[src/rtl/spi_pkg.sv]
// spi_pkg: register map, status bit positions and master FSM states shared by the SPI blocks
package spi_pkg;
  localparam logic [1:0] SPI_DATA   = 2'b00;
  localparam logic [1:0] SPI_STATUS = 2'b01;
  localparam logic [1:0] SPI_CTRL   = 2'b10;
  localparam int ST_BUSY = 0;
  localparam int ST_DONE = 1;
  localparam int ST_OVR  = 2;
  localparam logic [7:0] DIV_RESET = 8'd3;
  localparam logic [3:0] LAST_BIT = 4'd15;
  typedef enum logic [2:0] {S_IDLE, S_SETUP, S_HIGH, S_LOW, S_GAP} spi_master_state_t;
endpackage

[src/rtl/spi_tick_gen.sv]
// spi_tick_gen: one-cycle tick every div+1 cycles while enabled, phase restarted on enable rise
module spi_tick_gen (
  input  logic       clk,
  input  logic       reset,
  input  logic       i_en,
  input  logic [7:0] i_div,
  output logic       o_tick
);
  logic [7:0] r_cnt;
  logic       r_en_d;
  logic [7:0] w_cnt;
  assign w_cnt  = (i_en && !r_en_d) ? i_div : r_cnt;
  assign o_tick = i_en && (w_cnt == 8'd0);
  // down-counter reloaded after each tick so ticks land every div+1 cycles
  always_ff @(posedge clk) begin
    if (reset) begin
      r_cnt  <= 8'd0;
      r_en_d <= 1'b0;
    end else begin
      r_en_d <= i_en;
      r_cnt  <= o_tick ? i_div : w_cnt - 8'd1;
    end
  end
endmodule

[src/rtl/spi_master.sv]
// spi_master: memory-mapped mode-0 SPI master, 16-bit MSB-first frames
module spi_master
  import spi_pkg::*;
(
  input  logic        clk,
  input  logic        reset,
  output logic        pin_mosi,
  output logic        pin_clk,
  output logic        pin_cs,
  input  logic        pin_miso,
  input  logic [31:0] address_in,
  input  logic        sel_in,
  input  logic        read_in,
  output logic [31:0] read_value_out,
  input  logic [3:0]  write_mask_in,
  input  logic [31:0] write_value_in,
  output logic        ready_out
);
  spi_master_state_t r_state;
  logic [15:0] r_tx;
  logic [15:0] r_rx;
  logic [15:0] r_sh;
  logic [7:0]  r_div;
  logic [7:0]  r_div_f;
  logic [3:0]  r_bit;
  logic        r_busy;
  logic        r_done;
  logic        r_ovr;
  logic [1:0]  w_reg;
  logic        w_data_wr;
  logic        w_data_rd;
  logic        w_ovr_clr;
  logic        w_ctrl_wr;
  logic        w_tick;
  logic        w_frame_end;
  logic [3:0]  w_idx;
  logic        w_unused;
  assign w_reg       = address_in[3:2];
  assign w_data_wr   = sel_in && w_reg == SPI_DATA && write_mask_in[1:0] == 2'b11;
  assign w_data_rd   = sel_in && read_in && w_reg == SPI_DATA;
  assign w_ovr_clr   = sel_in && w_reg == SPI_STATUS && write_mask_in[0] && write_value_in[ST_OVR];
  assign w_ctrl_wr   = sel_in && w_reg == SPI_CTRL && write_mask_in[0];
  assign w_frame_end = w_tick && r_state == S_LOW && r_bit == LAST_BIT;
  assign w_idx       = 4'd14 - r_bit;
  assign ready_out   = sel_in;
  assign w_unused    = ^{address_in[31:4], address_in[1:0], write_mask_in[3:2], write_value_in[31:16]};
  spi_tick_gen u_tick (
    .clk   (clk),
    .reset (reset),
    .i_en  (r_busy),
    .i_div (r_div_f),
    .o_tick(w_tick)
  );
  // bus read mux, zero when not selected
  always_comb begin
    read_value_out = !sel_in                ? 32'd0 :
                     w_reg == SPI_DATA      ? {16'd0, r_rx} :
                     w_reg == SPI_STATUS    ? {29'd0, r_ovr, r_done, r_busy} :
                     w_reg == SPI_CTRL      ? {24'd0, r_div} : 32'd0;
  end
  // sticky done/overrun flags and the divider register
  always_ff @(posedge clk) begin
    if (reset) begin
      r_done <= 1'b0;
      r_ovr  <= 1'b0;
      r_div  <= DIV_RESET;
    end else begin
      r_done <= w_frame_end | (r_done & ~w_data_rd);
      r_ovr  <= (w_data_wr & r_busy) | (r_ovr & ~w_ovr_clr);
      r_div  <= w_ctrl_wr ? write_value_in[7:0] : r_div;
    end
  end
  // frame sequencer: every phase lasts one tick period, pins are registered here
  always_ff @(posedge clk) begin
    if (reset) begin
      r_state  <= S_IDLE;
      r_tx     <= 16'd0;
      r_rx     <= 16'd0;
      r_sh     <= 16'd0;
      r_div_f  <= DIV_RESET;
      r_bit    <= 4'd0;
      r_busy   <= 1'b0;
      pin_cs   <= 1'b1;
      pin_clk  <= 1'b0;
      pin_mosi <= 1'b0;
    end else begin
      case (r_state)
        S_IDLE: if (w_data_wr) begin
          r_state  <= S_SETUP;
          r_tx     <= write_value_in[15:0];
          r_div_f  <= r_div;
          r_bit    <= 4'd0;
          r_busy   <= 1'b1;
          pin_cs   <= 1'b0;
          pin_mosi <= write_value_in[15];
        end
        S_SETUP: if (w_tick) begin
          r_state <= S_HIGH;
          pin_clk <= 1'b1;
          r_sh    <= {r_sh[14:0], pin_miso};
        end
        S_HIGH: if (w_tick) begin
          r_state  <= S_LOW;
          pin_clk  <= 1'b0;
          pin_mosi <= r_bit == LAST_BIT ? pin_mosi : r_tx[w_idx];
        end
        S_LOW: if (w_tick) begin
          if (r_bit == LAST_BIT) begin
            r_state <= S_GAP;
            pin_cs  <= 1'b1;
            r_rx    <= r_sh;
          end else begin
            r_state <= S_HIGH;
            r_bit   <= r_bit + 4'd1;
            pin_clk <= 1'b1;
            r_sh    <= {r_sh[14:0], pin_miso};
          end
        end
        S_GAP: if (w_tick) begin
          r_state <= S_IDLE;
          r_busy  <= 1'b0;
        end
        default: r_state <= S_IDLE;
      endcase
    end
  end
endmodule

[config.mk]
export PLATFORM = sky130hd
export DESIGN_NAME = spi_master
export DESIGN_NICKNAME = d
export VERILOG_FILES = /design/src/rtl/spi_pkg.sv /design/src/rtl/spi_tick_gen.sv /design/src/rtl/spi_master.sv
export SDC_FILE = /design/constraint.sdc
export NUM_CORES = 1
export LEC_CHECK = 0
export BUFFER_PORTS_ARGS = -buffer_cell sky130_fd_sc_hd__buf_2
export CAP_MARGIN = 10
export CORE_MARGIN = 2
export CORE_UTILIZATION = 47
export DETAILED_ROUTE_END_ITERATION = 7
export GPL_TIMING_DRIVEN = 0
export PLACE_DENSITY = 0.78
export SLEW_MARGIN = 20
export SYNTH_ARGS = -nofsm -noshare
export SYNTH_HDL_FRONTEND = slang
export SYNTH_SLANG_ARGS = --single-unit
[constraint.sdc]
create_clock -name clk -period 3.27 [get_ports clk]
set_clock_uncertainty 0.05 [all_clocks]
set_input_delay 0.1635 -clock clk [delete_from_list [all_inputs] [get_ports clk]]
set_output_delay 0.1635 -clock clk [all_outputs]
set_load 0.01 [all_outputs]
Yosys cells after proc, flatten, opt, wreduce, memory -nomap -nowiden:

Cells that the tools add are included.

* equality and inequality tests: 16
* reduce and logical (&&, ||, !) cells: 31
* bitwise logic cells: 7
* multiplexer cells: 38
* $lt $le $gt $ge: 1
* $add $sub $neg: 3

Operators with widths (number)
* 16-bit two-way mux: 5
* 8-bit two-way mux: 4
* 16-bit case mux with 2 select lines: 1
* 3-bit two-way mux: 6
* 4-bit AND reduction: 4
* 3-bit case mux with 5 select lines: 1
* 1-bit logical AND: 13
* 1-bit two-way mux: 12
* 4-bit two-way mux: 3
* 2-bit by 1-bit != test with 1-bit output (second input constant): 5
* 5-bit AND reduction: 2
* 8-bit zero test: 1
* 4-bit case mux with 2 select lines: 1
* 2-bit nonzero test: 4
* 8-bit by 1-bit subtractor with 8-bit output (second input constant): 1
* 3-bit by 2-bit equality test with 1-bit output (second input constant): 2
* 2-bit != test (second input constant): 3
* 1-bit case mux with 2 select lines: 3
* 3-bit AND reduction: 2
* 4-bit by 5-bit less-than comparator with 1-bit output (second input constant): 1
* 4-bit by 1-bit adder with 4-bit output (second input constant): 1
* 1-bit binary-select mux with 4-bit select: 1
* 2-bit equality test (second input constant): 2
* 4-bit equality test (second input constant): 1
* 13 further kinds: 17

* output and inout bits: 36
* logic and storage cells: 111
* register bits after elaboration: 86

Longest topological paths before layout:

Gate-level depths: netlist of run 1.

* depth in word-level cells: 8
* gate-level depth with buffers: 13
* depth with buffers taken out: 8

Cells and area by module:

From an unflattened synthesis of run 1, not the netlist that was laid out.

* cell total of the unflattened synthesis: 530
* area, all modules: 4266.6 µm²

By module, submodules not included
* spi_master: times used 1, area each 3631.0 µm², cells each 451
* spi_tick_gen: times used 1, area each 635.6 µm², cells each 79

Least setup slack after synthesis of run 1:

OpenSTA, ideal clock, no wires.

* path type: register -> register
* start point: register r_busy
* end point: register r_rx[14]
* setup slack: 0.229 ns
* stages on the path, launching flop included: 14
* library setup time: 0.135 ns
* data arrival time: 2.856 ns
* period minus slack after synthesis: 3.041 ns
* cells stage by stage: dfxtp_1 > nand2b_1 > buf_2 > buf_1 > mux2i_1 > ha_1 > nand2_1 > or4b_1 > buf_6 > or3_4 > buf_6 > buf_6 > nand2_1 > a21oi_1

* word-level cells in the longest chain between the ends: 5

Ends and longest elaborated chain
* start, declared: RTL line spi_master.sv:26 `logic r_busy;`
* start signal, assigned: RTL line spi_master.sv:82 `r_busy <= 1'b0;`
* start signal, assigned: RTL line spi_master.sv:93 `r_busy <= 1'b1;`
* start signal, assigned: RTL line spi_master.sv:121 `r_busy <= 1'b0;`
* 1-bit logical AND: RTL line spi_tick_gen.sv:12 `assign w_cnt = (i_en && !r_en_d) ? i_div : r_cnt;`
* 8-bit two-way mux: RTL line spi_tick_gen.sv:12
* 8-bit zero test: RTL line spi_tick_gen.sv:13 `assign o_tick = i_en && (w_cnt == 8'd0);`
* 1-bit logical AND *: RTL line spi_tick_gen.sv:13
* 3-bit AND reduction (no line) *
* end signal, assigned: RTL line spi_master.sv:111 `r_rx <= r_sh;`
* end, declared: RTL line spi_master.sv:21 `logic [15:0] r_rx;`

Mark *: on every way between the ends. The rest lies on a longest branch, timed or not.
A chain may end at the register's enable or synchronous reset.

Final worst setup path of run 1:

* start point: register r_busy
* end point: register r_rx[8]

Same word-level chain as after synthesis.

==> qor.csv, run 1 <==
metric;value;unit
largest net degree at the start of global routing;17;
cell area after synthesis;4000;sq um
Cells after Synth;483;
slew at the pin closest to its max-slew limit;716;ps
Yosys warnings;0;
post-route cell area;4670;sq um
Pwr per Cell Area;439;nW/um^2
All-Layer GR Usage;21.6;%
P&R area growth vs syn;16.6;%
CP top delay family;simple AND/OR/NAND/NOR gates;
PnR Total Power;2.05;mW
critical path class;reg -> reg;
Final Hold Vio Count;0;
Hold Path Depth;3;
CP max-delay cell;or4b_1;
clk buf depth;2;
area occupied by multi-input gates;2060;sq um
worst-skew pair later-pin latency;350;ps
WL final;9460;um
remaining global-route overflow;0;
total leakage power;1.85;nW
die height;96.3;um
Worst setup startpoint;r_busy$_SDFFE_PP0P_;
Crit. End Element;register;
# nets final;633;
DRC viols;0;
Post-synth EDFFs;0;
DR vias/cell;5.24;
switching share of power;27.3;%
First-pass DRT Iterations;4;
Clock transition at path regs;90;ps
H-tree Lvls;3;
layout cells sized above 1;16.7;%
final critical-path required period;3040;ps
WHS Endpoint;r_div[0]$_SDFFE_PP1P_;
worst hold slack;9.10;ps
# IOs;109;
drt wl/cell;14.2;um
Placer Congestion;0.818;
crit-path most repeated cell;buf_6;
total die area;9270;sq um
Fmax;328;MHz
Slew Viols, Final;0;
worst setup margin;226;ps
horizontal die dimension;96.3;um
Seq/Total Area, Yosys;43.0;%
post-CTS setup buffers;0;
TNS Setup;0;ps
worst vdd ir;0.335;mV
sequential power share;53.7;%
reg2reg setup slack;230;ps
IO Port Bufs;42;
Critical path buffers and inverters;4;
Sw Pwr;0.559;mW
CP cell instances;nand2b_1 -> clkbuf_4 -> mux2i_2 -> ha_1 -> nand2_1 -> or4b_1 -> buf_6 -> or3_4 -> buf_6 -> buf_6 -> nand2_1 -> a21oi_1;
dominant synthesized flop cell;dfxtp_1;
Comb pwr share;12.4;%
status;finished clean;
worst r2r src;r_busy$_SDFFE_PP0P_;
CP Launch Type;register;
Clk pwr share;33.9;%
# placed instances;645;
Num CTS Buffers;9;
worst slack, placed;-344;ps
slowest cell delay on critical path;500;ps
ant diodes;0;
Cell Count, Final, Fillers Out;667;
crit path max fanout;16;
initial antenna violation count;0;
Setup Viol. Count Final;0;
Cell Rows;33;
CTS tree;yes;
post-synthesis average cell area;8.29;sq um
CTS sink count;86;
first-pass GRT wire length;15600;um
hold wc startpoint;write_value_in[0];
Distinct cells, synth;45;
R2R depth;12;
number of global-route vias before repair;3323;
First DRT Iteration DRCs;239;
crit path DAT;3210;ps
CTS root buf;clkbuf_8;
data required time of the critical path;3440;ps
FF/Latch Area;1720;sq um
RSZ-0062 raised after global routing;false;
maxcap violations;0;
via count;3492;
Core Util, Final;56.8;%
Initial Utilization;48.7;%
DPL Wire Length;7080;um
Yosys reg bits;86;
Slew Limit Headroom;51.9;%
HP Class;in -> reg;
Placeable Area;8220;sq um
Area after DPL;4400;sq um
Antenna Nets Post-Route;0;
Final period util;93.1;%
P_int;1.49;mW
worst reg2reg path endpoint;r_rx[8]$_SDFFE_PP0P_;
Async S/R FF share, synth;0;%
Crit path depth;12;
Fillers;747;
## tightest hold or removal path, stage by stage
cell      delay (ps)
buf_2            100
nand2_1           50
nand3b_1          70
## final cells by class
class                   instances  area share, %
repair buffers                 49           6.01
plain buffers                  45           6.03
clock inverters                 6          0.938
inverters                       2          0.161
well taps                     105           2.82
multi-input cells             364           44.2
flip-flops and latches         86           36.9
clock buffers                  10           2.95
## timing repair
action,CTS,global route
hold buffers,7,0
pin swaps,0,1
hold endpoints to repair,7,0
gates resized for setup,1,3
endpoints found under the setup margin,39,12
## flip-flops by register name, indices dropped and copies added, names as in the netlist, 3 cells and up
register,flops
r_bit,4
r_div,8
r_div_f,8
r_rx,16
r_sh,16
r_state,3
r_tx,16
u_tick.r_cnt,8
## cells by family after synthesis
family / share of synthesized area [%]
AND/OR/NAND/NOR: 24.2
AO/OA/AOI/OAI: 12.4
flip-flops: 43.0
buffers and inverters: 7.19
multiplexers: 11.5
adder cells (fa/ha/maj): 0.938
XOR/XNOR: 0.656
other: 0.0937
## cells in the final DEF, fill, tap and decap left out, types with 2 or more instances in the layout
master and n:
and3_1 2, nand2b_1 3, buf_6 4, a211oi_1 6, nor3_1 4, nor2_1 39
a31oi_1 2, xor2_1 2, clkbuf_4 2, clkbuf_8 10, dfxtp_1 86, dlygate4sd3_1 7
nand3b_1 6, buf_2 42, o2111ai_1 2, nand4_1 2, or4b_1 2, o31ai_1 3
mux2i_1 36, inv_1 2, nor2b_1 6, buf_4 17, nand2_1 120, and2_1 12
mux4_2 4, conb_1 16, a21oi_2 2, o21ai_0 11, ha_1 3, nand3_1 6
or3_1 2, clkbuf_1 21, inv_6 3, clkinv_2 2, a21oi_1 59
## cells in the mapped netlist, types with 4 or more instances
cell type  count  area, sq um
a211oi_1       6         45.0
a21oi_1       59          295
and2_1        12         75.1
buf_4         17          128
buf_6          4         45.0
clkbuf_1      21         78.8
dfxtp_1       86         1720
mux2i_1       37          370
mux4_2         4         90.1
nand2_1      120          450
nand3_1        6         30.0
nand3b_1       6         45.0
nor2_1        39          146
nor2b_1        6         37.5
nor3_1         4         20.0
o21ai_0       11         55.1
## per-layer routing
metal	share of wire, %	vias to the layer above	global-route usage (%)
met5	0	-	0
met4	2.2	0	7.63
met3	5.7	19	4.54
met2	48	98	36.9
met1	44	1620	26.9
li1	-	1755	-
## power by group through the flow
stage / registers, mW / clock network (mW) / logic (mW)
after CTS: 1.10 / 0.709 / 0.254
final: 1.10 / 0.695 / 0.255
after floorplan: 1.12 / 0 / 0.179
after global placement: 1.12 / 0 / 0.230
after global routing: 1.10 / 0.758 / 0.284
after detailed placement: 1.12 / 0 / 0.240
## how the worst max path moves through the flow
stage / endpoint / slack, ps
finish: r_rx[8]$_SDFFE_PP0P_ / 230
floorplan: r_rx[14]$_SDFFE_PP0P_ / 230
global placement: r_sh[15]$_SDFFE_PP0P_ / -240
detailed placement: r_sh[11]$_SDFFE_PP0P_ / -340
CTS: r_rx[8]$_SDFFE_PP0P_ / 90
global route: r_rx[12]$_SDFFE_PP0P_ / 40
Note: power is estimated with default switching activity, not from simulation.
==> run 2, diff against run 1 <==
--- a/config.mk
+++ b/config.mk
@@ -8,10 +8,10 @@
 export BUFFER_PORTS_ARGS = -buffer_cell sky130_fd_sc_hd__buf_2
 export CAP_MARGIN = 10
 export CORE_MARGIN = 2
-export CORE_UTILIZATION = 47
+export CORE_UTILIZATION = 40
 export DETAILED_ROUTE_END_ITERATION = 7
 export GPL_TIMING_DRIVEN = 0
-export PLACE_DENSITY = 0.78
+export PLACE_DENSITY = 0.68
 export SLEW_MARGIN = 20
 export SYNTH_ARGS = -nofsm -noshare
 export SYNTH_HDL_FRONTEND = slang
==> run 2 against run 1 <==
Compared with the run above:
- sequential cell count did not move
- critical path depth did not move
- clock power rose by 4.5%
- critical endpoint is now r_rx[14]$_SDFFE_PP0P_
- largest cell class unchanged
- highest routed layer unchanged
==> qor.csv, run 2 (same netlist as run 1, synthesis figures left out) <==
metric;value;unit;change
WL final;9840;um;+4.0%
worst reg2reg path endpoint;r_rx[14]$_SDFFE_PP0P_;;
CTS sink count;86;;unchanged
Final period util;94.4;%;+1.4 points
Initial Utilization;41.2;%;-7.6 points
All-Layer GR Usage;18.1;%;-3.5 points
crit path DAT;3260;ps;+50 ps
CP max-delay cell;or4b_1;;
post-route cell area;4740;sq um;+1.6%
most frequent cells in the layout;nand2_1 (120), dfxtp_1 (86), a21oi_1 (59);;
crit-path most repeated cell;buf_6;;
First DRT Iteration DRCs;176;;-26%
FF/Latch Area;1720;sq um;unchanged
status;finished clean;;
Clk pwr share;34.8;%;+0.9 points
DPL Wire Length;7240;um;+2.3%
CTS tree;yes;;
die height;104;um;+8.0%
Cell Rows;36;;+9.1%
TNS Setup;0;ps;unchanged
Placer Congestion;0.830;;+1.6%
switching share of power;28.8;%;+1.5 points
remaining global-route overflow;0;;unchanged
RSZ-0062 raised after global routing;false;;
Comb pwr share;12.4;%;about the same
worst r2r src;r_busy$_SDFFE_PP0P_;;
crit path max fanout;16;;unchanged
worst hold slack;11.6;ps;+2.48 ps
reg2reg setup slack;180;ps;-40 ps
drt wl/cell;14.1;um;-0.78%
worst slack, placed;-326;ps;+18.4 ps
Clock transition at path regs;100;ps;about the same
maxcap violations;0;;unchanged
final critical-path required period;3090;ps;+44.2 ps
PnR Total Power;2.08;mW;+1.7%
Antenna Nets Post-Route;0;;unchanged
IO Port Bufs;42;;unchanged
first-pass GRT wire length;15900;um;+2.5%
hold wc startpoint;write_value_in[15];;
area occupied by multi-input gates;2060;sq um;-0.18%
CTS root buf;clkbuf_8;;
ant diodes;0;;unchanged
DRC viols;0;;unchanged
Setup Viol. Count Final;0;;unchanged
via count;3498;;+0.17%
Crit. End Element;register;;
H-tree Lvls;3;;unchanged
# nets final;637;;+0.63%
worst-skew pair later-pin latency;360;ps;about the same
largest net degree at the start of global routing;18;;+1
Final Hold Vio Count;0;;unchanged
R2R depth;12;;unchanged
Placeable Area;9730;sq um;+18%
horizontal die dimension;104;um;+8.0%
# IOs;109;;unchanged
commonest non-fill, non-tap cell in the layout;nand2_1;;
largest registers;r_rx x16, r_sh x16, r_tx x16;;
WHS Endpoint;r_tx[15]$_SDFFE_PP0P_;;
Sw Pwr;0.600;mW;+7.3%
HP Class;in -> reg;;
slew at the pin closest to its max-slew limit;676;ps;-40.5 ps
worst setup margin;182;ps;-44.2 ps
P_int;1.48;mW;-0.46%
slowest cell delay on critical path;520;ps;+20 ps
clk buf depth;2;;unchanged
Fmax;324;MHz;-1.4%
Slew Limit Headroom;54.6;%;+2.7 points
Area after DPL;4440;sq um;+0.80%
Fillers;996;;+33%
total die area;10800;sq um;+17%
CP cell instances;nand2b_1 -> clkbuf_4 -> mux2i_1 -> ha_1 -> nand2_1 -> or4b_1 -> buf_6 -> or3_4 -> buf_6 -> buf_6 -> nand2_1 -> a21oi_1;;
Num CTS Buffers;9;;unchanged
First-pass DRT Iterations;4;;unchanged
critical path class;reg -> reg;;
P&R area growth vs syn;18.4;%;
worst vdd ir;0.191;mV;-43%
total leakage power;1.87;nW;+1.1%
Slew Viols, Final;0;;unchanged
sequential power share;52.8;%;-0.9 points
data required time of the critical path;3440;ps;about the same
Pwr per Cell Area;440;nW/um^2;about the same
Hold Path Depth;3;;unchanged
DR vias/cell;5.00;;-4.4%
CP Launch Type;register;;
layout cells sized above 1;16.6;%;-0.12 points
number of global-route vias before repair;3237;;-2.6%
initial antenna violation count;0;;unchanged
run 2: changes by cell type in the layout (fill, tap and decap cells not counted), sizes merged:
| cell | previous run | this run |
|---|---|---|
| clkinv | 2 | 1 |
| clkinvlp | 1 | 2 |
| inv | 5 | 6 |
| buf | 64 | 66 |
| clkbuf | 33 | 31 |
| dlygate4sd3 | 7 | 10 |
run 2: power groups by stage:
| stage | Combinational [mW] | Clock (mW) | Sequential, mW |
|---|---|---|---|
| after floorplan | 0.179 | 0 | 1.12 |
| after global placement | 0.232 | 0 | 1.12 |
| after detailed placement | 0.239 | 0 | 1.12 |
| after CTS | 0.256 | 0.737 | 1.10 |
| after global routing | 0.286 | 0.780 | 1.10 |
| final | 0.258 | 0.726 | 1.10 |
run 2: metal layers:
layer  up-vias  wire length (um)  global-route usage, %
met3        12               461                   2.76
met5         -                 0                      0
li1       1757                 -                      -
met2        95              4820                   31.0
met4         0               115                   5.79
met1      1634              4450                   23.4
run 2: worst max-delay path by stage:
| stage | from | endpoint | cells past startpoint |
|---|---|---|---|
| global placement | r_busy$_SDFFE_PP0P_ | r_sh[14]$_SDFFE_PP0P_ | 12 |
| detailed placement | r_busy$_SDFFE_PP0P_ | r_sh[7]$_SDFFE_PP0P_ | 12 |
| global route | r_busy$_SDFFE_PP0P_ | r_rx[14]$_SDFFE_PP0P_ | 12 |
| CTS | r_busy$_SDFFE_PP0P_ | r_rx[10]$_SDFFE_PP0P_ | 11 |
| finish | r_busy$_SDFFE_PP0P_ | r_rx[14]$_SDFFE_PP0P_ | 12 |
| floorplan | r_busy$_SDFFE_PP0P_ | r_rx[14]$_SDFFE_PP0P_ | 13 |
run 2: layout make-up:
type	instances	share of cell area, %
Clock inverter	7	1.35
Buffer	45	5.89
Inverter	2	0.158
Tap cell	133	3.51
Sequential cell	86	36.3
Timing Repair Buffer	53	6.71
Clock buffer	9	2.61
Multi-Input combinational cell	364	43.5
run 2: worst max-delay path: cells and delay by family, from the launching register on:
kind / cells / cell delay, ps
buffers and inverters: 4 / 730
adder cells (fa/ha/maj): 1 / 240
flip-flops: 1 / 390
multiplexers: 1 / 320
AO/OA/AOI/OAI: 1 / 60
AND/OR/NAND/NOR: 5 / 1180
run 2: metrics by stage:
| step | utilization (%) | cells |
|---|---|---|
| floorplan | - | 498 |
| global placement | 45.6 | 673 |
| detailed placement | 45.6 | 673 |
| CTS | 48.6 | 698 |
| global route | 48.7 | 699 |
| finish | 48.7 | 699 |
run 2: repair_timing:
| action | 4_1_cts | 5_1_grt |
|---|---|---|
| hold buffers | 10 | 0 |
| hold endpoints to repair | 11 | 0 |
| gates resized for setup | 1 | 1 |
| pin swaps | 0 | 1 |
| setup buffers | 0 | 1 |
| endpoints found under the setup margin | 39 | 13 |
==> run 3, diff against run 2 <==
--- a/config.mk
+++ b/config.mk
@@ -11,8 +11,8 @@
 export CORE_UTILIZATION = 40
 export DETAILED_ROUTE_END_ITERATION = 7
 export GPL_TIMING_DRIVEN = 0
-export PLACE_DENSITY = 0.68
-export SLEW_MARGIN = 20
+export PLACE_DENSITY = 0.67
 export SYNTH_ARGS = -nofsm -noshare
 export SYNTH_HDL_FRONTEND = slang
+export SYNTH_HIERARCHICAL = 1
 export SYNTH_SLANG_ARGS = --single-unit
==> run 3 against run 2 <==
Compared with the run above:
- final cell count up 8.7%
- fmax fell by 3.8%
- hold slack got worse by 2.7 ps
- critical path depth up 2
- sequential cell count unchanged
- non-clock buffer count is 17 higher
==> qor.csv, run 3 <==
metric;value;unit;change
most frequent cells in the layout;nand2_1 (150), dfxtp_1 (84), a21oi_1 (77);;
P&R area growth vs syn;21.6;%;
Post-synth EDFFs;0;;unchanged
Placer Congestion;0.898;;+8.1%
worst hold slack;8.90;ps;-2.68 ps
Cells after Synth;530;;+9.7%
commonest non-fill, non-tap cell in the layout;nand2_1;;
Setup Viol. Count Final;0;;unchanged
first-pass GRT wire length;17900;um;+12%
Seq/Total Area, Yosys;40.4;%;-2.6 points
critical path class;reg -> reg;;
Distinct cells, synth;63;;+40%
biggest area consumer among synthesized cells;dfxtp_1;;
total die area;11500;sq um;+6.3%
Placeable Area;10300;sq um;+6.1%
HP Class;in -> reg;;
clk buf depth;2;;unchanged
crit path DAT;3380;ps;+120 ps
number of global-route vias before repair;3756;;+16%
Final period util;98.1;%;+3.7 points
IO Port Bufs;43;;+2.4%
top-count cell post-synth;nand2_1;;
Worst setup startpoint;r_busy$_SDFFE_PP0P_;;
Area after DPL;4710;sq um;+6.2%
horizontal die dimension;107;um;+3.1%
Num CTS Buffers;9;;unchanged
H-tree Lvls;3;;unchanged
# IOs;109;;unchanged
layout cells sized above 1;22.1;%;+5.5 points
post-synthesis average cell area;8.05;sq um;-2.9%
DRC viols;0;;unchanged
worst r2r src;r_busy$_SDFFE_PP0P_;;
total leakage power;2.01;nW;+7.2%
CTS root buf;clkbuf_8;;
CP max-delay cell;or4_1;;
via count;3943;;+13%
ant diodes;0;;unchanged
CTS tree;yes;;
Yosys reg bits;86;;unchanged
die height;107;um;+3.1%
post-route cell area;5190;sq um;+9.5%
dominant synthesized flop cell;dfxtp_1;;
slowest cell delay on critical path;510;ps;about the same
drt wl/cell;14.7;um;+4.7%
Antenna Nets Post-Route;0;;unchanged
Pwr per Cell Area;480;nW/um^2;+9.3%
CTS sink count;86;;unchanged
crit path max fanout;12;;-4
PnR Total Power;2.49;mW;+20%
crit-path most repeated cell;buf_6;;
Fmax;312;MHz;-3.8%
worst-skew pair later-pin latency;360;ps;about the same
status;finished clean;;
DPL Wire Length;7850;um;+8.5%
Async S/R FF share, synth;0;%;unchanged
# placed instances;724;;+7.6%
Clock transition at path regs;90;ps;about the same
Cell Rows;37;;+2.8%
remaining global-route overflow;0;;unchanged
hold wc startpoint;write_value_in[11];;
maxcap violations;0;;unchanged
# nets final;694;;+8.9%
First-pass DRT Iterations;5;;+1
First DRT Iteration DRCs;188;;+6.8%
largest registers;r_rx x16, r_sh x16, r_tx x16;;
Slew Viols, Final;0;;unchanged
Fillers;991;;-0.50%
worst vdd ir;0.216;mV;+13%
initial antenna violation count;0;;unchanged
Synth area leaders;dfxtp_1 (40%), nand2_1 (13%), a21oi_1 (9.0%), buf_4 (3.7%), mux2i_1 (2.8%);;
Final Hold Vio Count;0;;unchanged
All-Layer GR Usage;19.8;%;+1.7 points
cell area after synthesis;4270;sq um;+6.6%
Yosys warnings;6;;+6
largest net degree at the start of global routing;14;;-4
DR vias/cell;5.19;;+3.7%
Synth top area share;40.4;%;-2.6 points
Crit. End Element;register;;
Initial Utilization;41.3;%;+0.18 points
CP Launch Type;register;;
Cell Count, Final, Fillers Out;760;;+8.7%
Slew Limit Headroom;57.1;%;+2.5 points
slew at the pin closest to its max-slew limit;627;ps;-48.2 ps
final critical-path required period;3210;ps;+121 ps
data required time of the critical path;3440;ps;about the same
Commonest cells post-synth;nand2_1 (151), dfxtp_1 (86), a21oi_1 (77);;
CP cell instances;or2b_1 -> buf_8 -> mux2i_4 -> ha_2 -> o211ai_1 -> or4_1 -> buf_6 -> inv_8 -> nand2_4 -> or3_1 -> buf_4 -> buf_6 -> nand2_1 -> a21oi_1;;
WL final;11200;um;+14%
[run 3: cell count changes in the layout (fill, tap and decap cells not counted), sizes merged, moves of 5 or more]
cell / delta
mux2i: -25
nor2: -19
o21ai: +5
buf: +28
a21oi: +17
nand2: +31
nand4: +5
[run 3: area by class of cell]
cell class	instances	area [sq um]	area share, %
plain buffers	52	400	7.72
clock buffers	13	169	3.26
clock inverters	3	65.1	1.25
inverters	6	30.0	0.579
multi-input cells	401	2240	43.2
flip-flops and latches	86	1730	33.3
well taps	136	170	3.28
repair buffers	63	383	7.38
[run 3: metal layers]
layer,share of wire [%],vias to the layer above,global-route usage (%)
met4,2.8,0,8.91
met3,5.8,32,3.09
met1,46,1795,25.7
met2,46,154,32.4
met5,0,-,0
li1,-,1962,-
[run 3: timing repair]
action | 4_1_cts | 5_1_grt
pin swaps | 1 | 5
gates resized for setup | 9 | 15
endpoints found under the hold margin | 7 | 0
buffers inserted | 3 | 10
setup endpoints to repair | 40 | 36
hold buffers | 7 | 0
gates cloned | 0 | 0
[run 3: critical path, delay by kind of cell (launching register included)]
family          cells  cell delay (ps)
mux                 1              220
buf+inv             5              740
compound gates      2              200
fa+ha+maj           1              230
flops               1              380
simple gates        5             1260
[run 3: worst paths after layout]
| kind | end | slack (ps) | cells past startpoint |
|---|---|---|---|
| setup / recovery | r_sh[8]$_SDFFE_PP0P_ | 60 | 14 |
| hold / removal | r_tx[11]$_SDFFE_PP0P_ | 9 | 3 |
| setup reg to reg | r_sh[8]$_SDFFE_PP0P_ | 60 | 14 |
| hold reg to reg | r_rx[15]$_SDFFE_PP0P_ | 400 | 2 |
[run 3: cell families (layout without fill, tap and decap cells)]
| logic type | count (synthesis) | in the layout | synth area share (%) |
|---|---|---|---|
| buffers and inverters | 58 | 137 | 9.33 |
| XOR/XNOR | 1 | 1 | 0.205 |
| AND/OR/NAND/NOR | 242 | 242 | 27.0 |
| flip-flops | 86 | 86 | 40.4 |
| adder cells (fa/ha/maj) | 2 | 2 | 0.586 |
| other | 1 | 16 | 0.0879 |
| AO/OA/AOI/OAI | 121 | 121 | 16.5 |
| multiplexers | 19 | 19 | 5.98 |
[run 3: power breakdown]
part	leakage, nW	total, mW	internal (mW)	switching [mW]
clock network	0.120	0.874	0.493	0.381
registers	0.697	1.14	1.10	0.0424
logic	1.19	0.480	0.234	0.246
total	2.01	2.49	1.82	0.669
[run 3: stage by stage]
| step | utilization, % | TNS, ps | setup slack, ps |
|---|---|---|---|
| 2_1_floorplan | - | 0 | 49.8 |
| 3_3_place_gp | 45.7 | -16710 | -529 |
| 3_5_place_dp | 45.7 | -17500 | -548 |
| 4_1_cts | 49.1 | 0 | 4.05 |
| 5_1_grt | 50.3 | -615 | -64.1 |
| 6_report | 50.3 | 0 | 60.9 |
